==> config.mk <==
export PLATFORM = sky130hd
export DESIGN_NAME = lsu_uart_ctrl
export DESIGN_NICKNAME = d
export VERILOG_FILES = /design/src/rtl/lsu_ctrl_pkg.sv /design/src/rtl/lsu_addr_decode.sv /design/src/rtl/lsu_uart_ctrl.sv
export SDC_FILE = /design/constraint.sdc
export NUM_CORES = 1
export LEC_CHECK = 0
export BUFFER_PORTS_ARGS = -buffer_cell sky130_fd_sc_hd__buf_2
export CELL_PAD_IN_SITES_DETAIL_PLACEMENT = 0
export CELL_PAD_IN_SITES_GLOBAL_PLACEMENT = 1
export CORE_MARGIN = 3
export CORE_UTILIZATION = 23
export CTS_CLUSTER_SIZE = 10
export DETAILED_ROUTE_END_ITERATION = 8
export HOLD_SLACK_MARGIN = 0.06
export PLACE_DENSITY_LB_ADDON = 0.1
export SLEW_MARGIN = 20
export SYNTH_ARGS = -nofsm -noshare
export SYNTH_HDL_FRONTEND = slang
export SYNTH_SLANG_ARGS = --single-unit
==> constraint.sdc <==
create_clock -name clk -period 3.2 [get_ports clk]
set_input_delay 0.64 -clock clk [delete_from_list [all_inputs] [get_ports clk]]
set_output_delay 0.64 -clock clk [all_outputs]
set_load 0.1 [all_outputs]
==> src/rtl/lsu_ctrl_pkg.sv <==
// Shared types and constants for the MEM-stage load/store controller.
// Holds the FSM state type, UART register offsets and status bit positions.
package lsu_ctrl_pkg;

   typedef enum logic [1:0] {
      IDLE,
      DM_RD,
      TX_WAIT,
      RX_WAIT
   } state_t;

   localparam logic [7:0] OFF_TX   = 8'h00;
   localparam logic [7:0] OFF_STAT = 8'h04;
   localparam logic [7:0] OFF_RX   = 8'h08;

   localparam int unsigned STAT_TX_FULL  = 0;
   localparam int unsigned STAT_RX_AVAIL = 1;
   localparam int unsigned STAT_TX_BUSY  = 2;
   localparam int unsigned STAT_RX_ERR   = 3;

   localparam logic [31:0] RX_TIMEOUT_VAL = 32'hFFFF_FFFF;

endpackage

==> src/rtl/lsu_addr_decode.sv <==
// Combinational address decode: data memory versus the UART register window.
// Exactly one of the outputs is high for any address.
module lsu_addr_decode
   import lsu_ctrl_pkg::*;
#(
   parameter logic [31:0] UART_BASE = 32'h8000_0000
) (
   input  logic [31:0] addr,
   output logic        is_dm,
   output logic        is_tx,
   output logic        is_stat,
   output logic        is_rx,
   output logic        is_unmapped
);

   logic in_uart;

   always_comb begin
      in_uart     = (addr[31:8] == UART_BASE[31:8]);
      is_dm       = !in_uart;
      is_tx       = in_uart && (addr[7:0] == OFF_TX);
      is_stat     = in_uart && (addr[7:0] == OFF_STAT);
      is_rx       = in_uart && (addr[7:0] == OFF_RX);
      is_unmapped = in_uart && !is_tx && !is_stat && !is_rx;
   end

endmodule

==> src/rtl/lsu_uart_ctrl.sv <==
// MEM-stage load/store controller: steers accesses to data memory or the UART
// FIFOs and stalls the pipeline via pipe_en while an access is outstanding.
module lsu_uart_ctrl
   import lsu_ctrl_pkg::*;
#(
   parameter logic [31:0] UART_BASE  = 32'h8000_0000,
   parameter int unsigned RX_TIMEOUT = 1024,
   parameter int unsigned CNT_W      = $clog2(RX_TIMEOUT)
) (
   input  logic        clk,
   input  logic        rst,
   input  logic        memrq,
   input  logic        memwq,
   input  logic [31:0] addr,
   input  logic [31:0] wdata,
   output logic [31:0] rdata,
   output logic        pipe_en,
   output logic        dm_we,
   output logic        dm_re,
   output logic [31:0] dm_addr,
   output logic [31:0] dm_wdata,
   input  logic [31:0] dm_rdata,
   output logic        tx_push,
   output logic [7:0]  tx_data,
   input  logic        tx_full,
   input  logic        tx_busy,
   output logic        rx_pop,
   input  logic [7:0]  rx_data,
   input  logic        rx_empty
);

   localparam logic [CNT_W-1:0] CNT_MAX = CNT_W'(RX_TIMEOUT - 1);

   state_t           state;
   logic [CNT_W-1:0] cnt;
   logic             rx_err;

   logic is_dm, is_tx, is_stat, is_rx, is_unmapped;
   logic wr, rd;
   logic timeout, stat_rd;
   logic [31:0] status;

   lsu_addr_decode #(
      .UART_BASE (UART_BASE)
   ) u_decode (
      .addr        (addr),
      .is_dm       (is_dm),
      .is_tx       (is_tx),
      .is_stat     (is_stat),
      .is_rx       (is_rx),
      .is_unmapped (is_unmapped)
   );

   assign dm_addr  = addr;
   assign dm_wdata = wdata;
   assign tx_data  = wdata[7:0];

   // A simultaneous load+store request is a store.
   assign wr = memwq;
   assign rd = memrq && !memwq;

   always_comb begin
      status                = '0;
      status[STAT_TX_FULL]  = tx_full;
      status[STAT_RX_AVAIL] = !rx_empty;
      status[STAT_TX_BUSY]  = tx_busy;
      status[STAT_RX_ERR]   = rx_err;
   end

   always_comb begin
      pipe_en = 1'b1;
      dm_we   = 1'b0;
      dm_re   = 1'b0;
      tx_push = 1'b0;
      rx_pop  = 1'b0;
      rdata   = '0;
      timeout = 1'b0;
      stat_rd = 1'b0;
      if (rst) begin
         unique case (state)
            IDLE: begin
               if (wr) begin
                  if (is_dm) begin
                     dm_we = 1'b1;
                  end else if (is_tx) begin
                     if (!tx_full) tx_push = 1'b1;
                     else          pipe_en = 1'b0;
                  end
               end else if (rd) begin
                  if (is_dm) begin
                     dm_re   = 1'b1;
                     pipe_en = 1'b0;
                  end else if (is_rx) begin
                     if (!rx_empty) begin
                        rx_pop = 1'b1;
                        rdata  = {24'b0, rx_data};
                     end else begin
                        pipe_en = 1'b0;
                     end
                  end else if (is_stat) begin
                     rdata   = status;
                     stat_rd = 1'b1;
                  end else if (is_unmapped) begin
                     rdata = '0;
                  end
               end
            end
            DM_RD: rdata = dm_rdata;
            TX_WAIT: begin
               if (tx_full) pipe_en = 1'b0;
               else         tx_push = 1'b1;
            end
            RX_WAIT: begin
               // Data arriving on the final cycle takes priority over the timeout.
               if (!rx_empty) begin
                  rx_pop = 1'b1;
                  rdata  = {24'b0, rx_data};
               end else if (cnt == CNT_MAX) begin
                  rdata   = RX_TIMEOUT_VAL;
                  timeout = 1'b1;
               end else begin
                  pipe_en = 1'b0;
               end
            end
            default: rdata = '0;
         endcase
      end
   end

   always_ff @(posedge clk) begin
      if (!rst) begin
         state  <= IDLE;
         cnt    <= '0;
         rx_err <= 1'b0;
      end else begin
         unique case (state)
            IDLE: begin
               if (wr && is_tx && tx_full) begin
                  state <= TX_WAIT;
               end else if (rd && is_dm) begin
                  state <= DM_RD;
               end else if (rd && is_rx && rx_empty) begin
                  state <= RX_WAIT;
                  cnt   <= '0;
               end
            end
            DM_RD: state <= IDLE;
            TX_WAIT: begin
               if (!tx_full) state <= IDLE;
            end
            RX_WAIT: begin
               if (!rx_empty || cnt == CNT_MAX) state <= IDLE;
               else                             cnt   <= cnt + CNT_W'(1);
            end
            default: state <= IDLE;
         endcase
         if (timeout)      rx_err <= 1'b1;
         else if (stat_rd) rx_err <= 1'b0;
      end
   end

endmodule

==> impl_metrics.json <==
{
  "outcome": "completed",
  "place_ws_ns": -0.155,
  "hold_buffers": 0,
  "synth_edf_count": 0,
  "clk_pin_slew_ns": 0.07,
  "grt_pass1_vias": 2584,
  "worst_slew_pin_slew_ns": 0.713,
  "synth_common_cells": "buf_4, nand2_1, a21oi_1, clkbuf_1, nand3_1",
  "area.growth.synth_to_final_pct": 57.5,
  "path_class": "in -> out",
  "numClockSinks": 13,
  "fin_crit_ns": 3.19,
  "slowest_delay_ns": 0.54,
  "clk_latency_ns": 0.25,
  "grtUsageTotal_pct": 14.9,
  "pwr-share-clk_pct": 8.1,
  "routedWlPerCell_microns": 15.9,
  "die_area_sq_mm": 0.0109,
  "synth_top_area_cell": "buf_4",
  "synth_seq_cells": 13,
  "p_seq_share_pct": 9.7,
  "grt_pass1_wl_microns": 13600,
  "pin_count": 220,
  "drtPass1Iterations": 4,
  "place.gp.congestion": 0.759,
  "grt_start_max_net_pins": 32,
  "max_freq_mhz": 314,
  "core_area_sq_mm": 0.00933,
  "p_int_w": 0.000757,
  "drt-initial-drc-count": 92,
  "synth_flop_cell": "dfxtp_1",
  "cts_buffers": 3,
  "syn_area_sq_mm": 0.00223,
  "cts_tree": "built",
  "rows": 35,
  "routed-via-count": 2577,
  "yosysTopAreaCellShare_pct": 24.2,
  "cts_max_path_buffers": 2,
  "setup-tns-final_ns": 0,
  "worst-endpoint-arrival_ns": 2.55,
  "endpoint_kind": "primary output",
  "n_antenna_cell": 0,
  "fin_crit_sh_pct": 99.6,
  "cts-root-buf": "clkbuf_8",
  "switching_share_pct": 61.6,
  "drv_slew": 0,
  "die_h_microns": 105,
  "async_flop_share_pct": 0,
  "finalHoldWorstSlack_ns": 0.485,
  "final_antenna_net_count": 0,
  "grt.overflow.total": 0,
  "fin_area_sq_mm": 0.00352,
  "slowest_stage": "or4_4",
  "critPathLaunchType": "input pin",
  "floorplan.initialDensity_pct": 23.9,
  "routed_via_density": 4.75,
  "drive_gt1_share_pct": 49.5,
  "hold_viol": 0,
  "regToRegSetupSlack_ns": 0.62,
  "path_cells": "buf_6, or4_4, or3_4, nor4_4, buf_6, a21oi_4, buf_12, o22ai_4, buf_12",
  "cp.required_ns": 2.56,
  "finalSetupViolations": 0,
  "post-route-drc-count": 0,
  "netlist_instances": 331,
  "drv_cap": 0,
  "port_buffers": 147,
  "nNetsFinal": 533,
  "fin_skew_ns": 0.00966,
  "synth-seq-area-share_pct": 11.7,
  "cp_max_fo": 5,
  "leakage_nw": 1.43,
  "yosys-top-cells-area": "buf_4, dfxtp_1, a21oi_1",
  "powerDensity_mw_per_mm2": 561,
  "hold_path_class": "reg -> reg",
  "comb_power_share_pct": 82.3,
  "ys_types": 45,
  "routed_wl_microns": 8630,
  "antenna_found_initial": 0,
  "p_switching_w": 0.00122,
  "yosysMostFrequentCell": "buf_4",
  "total_power_w": 0.00197,
  "yosysWarnings": 0,
  "syn_area_per_cell_sq_um": 6.74,
  "setup_slack_ns": 0.0138,
  "placed_area_sq_mm": 0.00340,
  "hpwl_microns": 7040,
  "rsz0062_at_grt": "true",
  "max_slew_margin_pct": 52.4,
  "h-tree-depth": 1,
  "dieWidth_microns": 105,
  "ir_drop_mv": 0.256,
  "synth_fp_nets": 449
}
## cell type report
cell class,count,area (sq um)
clock buffers,3,41.3
clock inverters,1,5.00
fillers,968,5810
inverters,8,30.0
multi-input cells,219,1560
flip-flops and latches,13,260
well taps,129,161
repair buffers,170,1460
## through the flow
stage,std cells,utilization [%]
2_1_floorplan,331,-
3_3_place_gp,537,36.4
3_5_place_dp,537,36.4
4_1_cts,543,37.3
5_1_grt,543,37.7
6_report,543,37.7
## critical path, delay by kind of cell
kind	cells	cell delay (ns)
AO/OA/AOI/OAI	2	0.26
AND/OR/NAND/NOR	3	1.04
buffers and inverters	4	0.61
## path summary, 6_finish.rpt
kind,startpoint,to,depth (start not counted)
min,cnt[9],cnt[9],2
max,addr[1],rdata[7],9
max reg2reg,state[0],cnt[8],7
min reg2reg,cnt[9],cnt[9],2
## sequential cells by signal (all words and copies together) (netlist names)
| name | cells |
|---|---|
| cnt | 10 |
| rx_err | 1 |
| state | 2 |
## placed cells by master, fill, tap and decap left out, types with 4 or more instances in the layout
master / count
a21oi_1: 34
a21oi_4: 4
buf_12: 36
buf_2: 111
buf_4: 20
dfxtp_1: 13
ha_1: 7
inv_1: 8
mux2i_1: 5
nand2_1: 43
nand3_1: 15
nand4_1: 8
nor2_1: 5
nor2b_1: 9
nor4_1: 9
o211ai_1: 4
o21ai_0: 10
o22ai_4: 4
## logic make-up after synthesis
logic type | after synthesis | share of synthesized area [%]
AO/OA/AOI/OAI | 87 | 24.5
buffers and inverters | 99 | 28.8
multiplexers | 5 | 2.24
AND/OR/NAND/NOR | 120 | 28.9
adder cells (fa/ha/maj) | 7 | 3.92
flip-flops | 13 | 11.7
## metal layers
| layer | share of wire [%] | wire length [microns] | vias to the layer above | track usage (%) |
|---|---|---|---|---|
| li1 | - | - | 1293 | - |
| met1 | 41 | 3530 | 1186 | 18.1 |
| met2 | 53 | 4580 | 82 | 27.9 |
| met3 | 5.3 | 456 | 16 | 2.92 |
| met4 | 0.71 | 61 | 0 | 1.71 |
| met5 | 0 | 0 | - | 0 |
## power by group through the flow
stage / Combinational (W) / Sequential [W] / Clock, W
after floorplan: 0.00138 / 0.000190 / 0
after global placement: 0.00161 / 0.000195 / 0
after detailed placement: 0.00161 / 0.000195 / 0
after CTS: 0.00163 / 0.000191 / 0.000160
after global routing: 0.00170 / 0.000194 / 0.000170
final: 0.00162 / 0.000191 / 0.000159
## repair_timing
item,4_1_cts,5_1_grt
pin swaps,2,2
resized for setup,6,6
endpoints found under the hold margin,0,0
cloned,0,0
buffers inserted,2,0
setup endpoints to repair,7,11
Power figures use the tool's default switching activity.
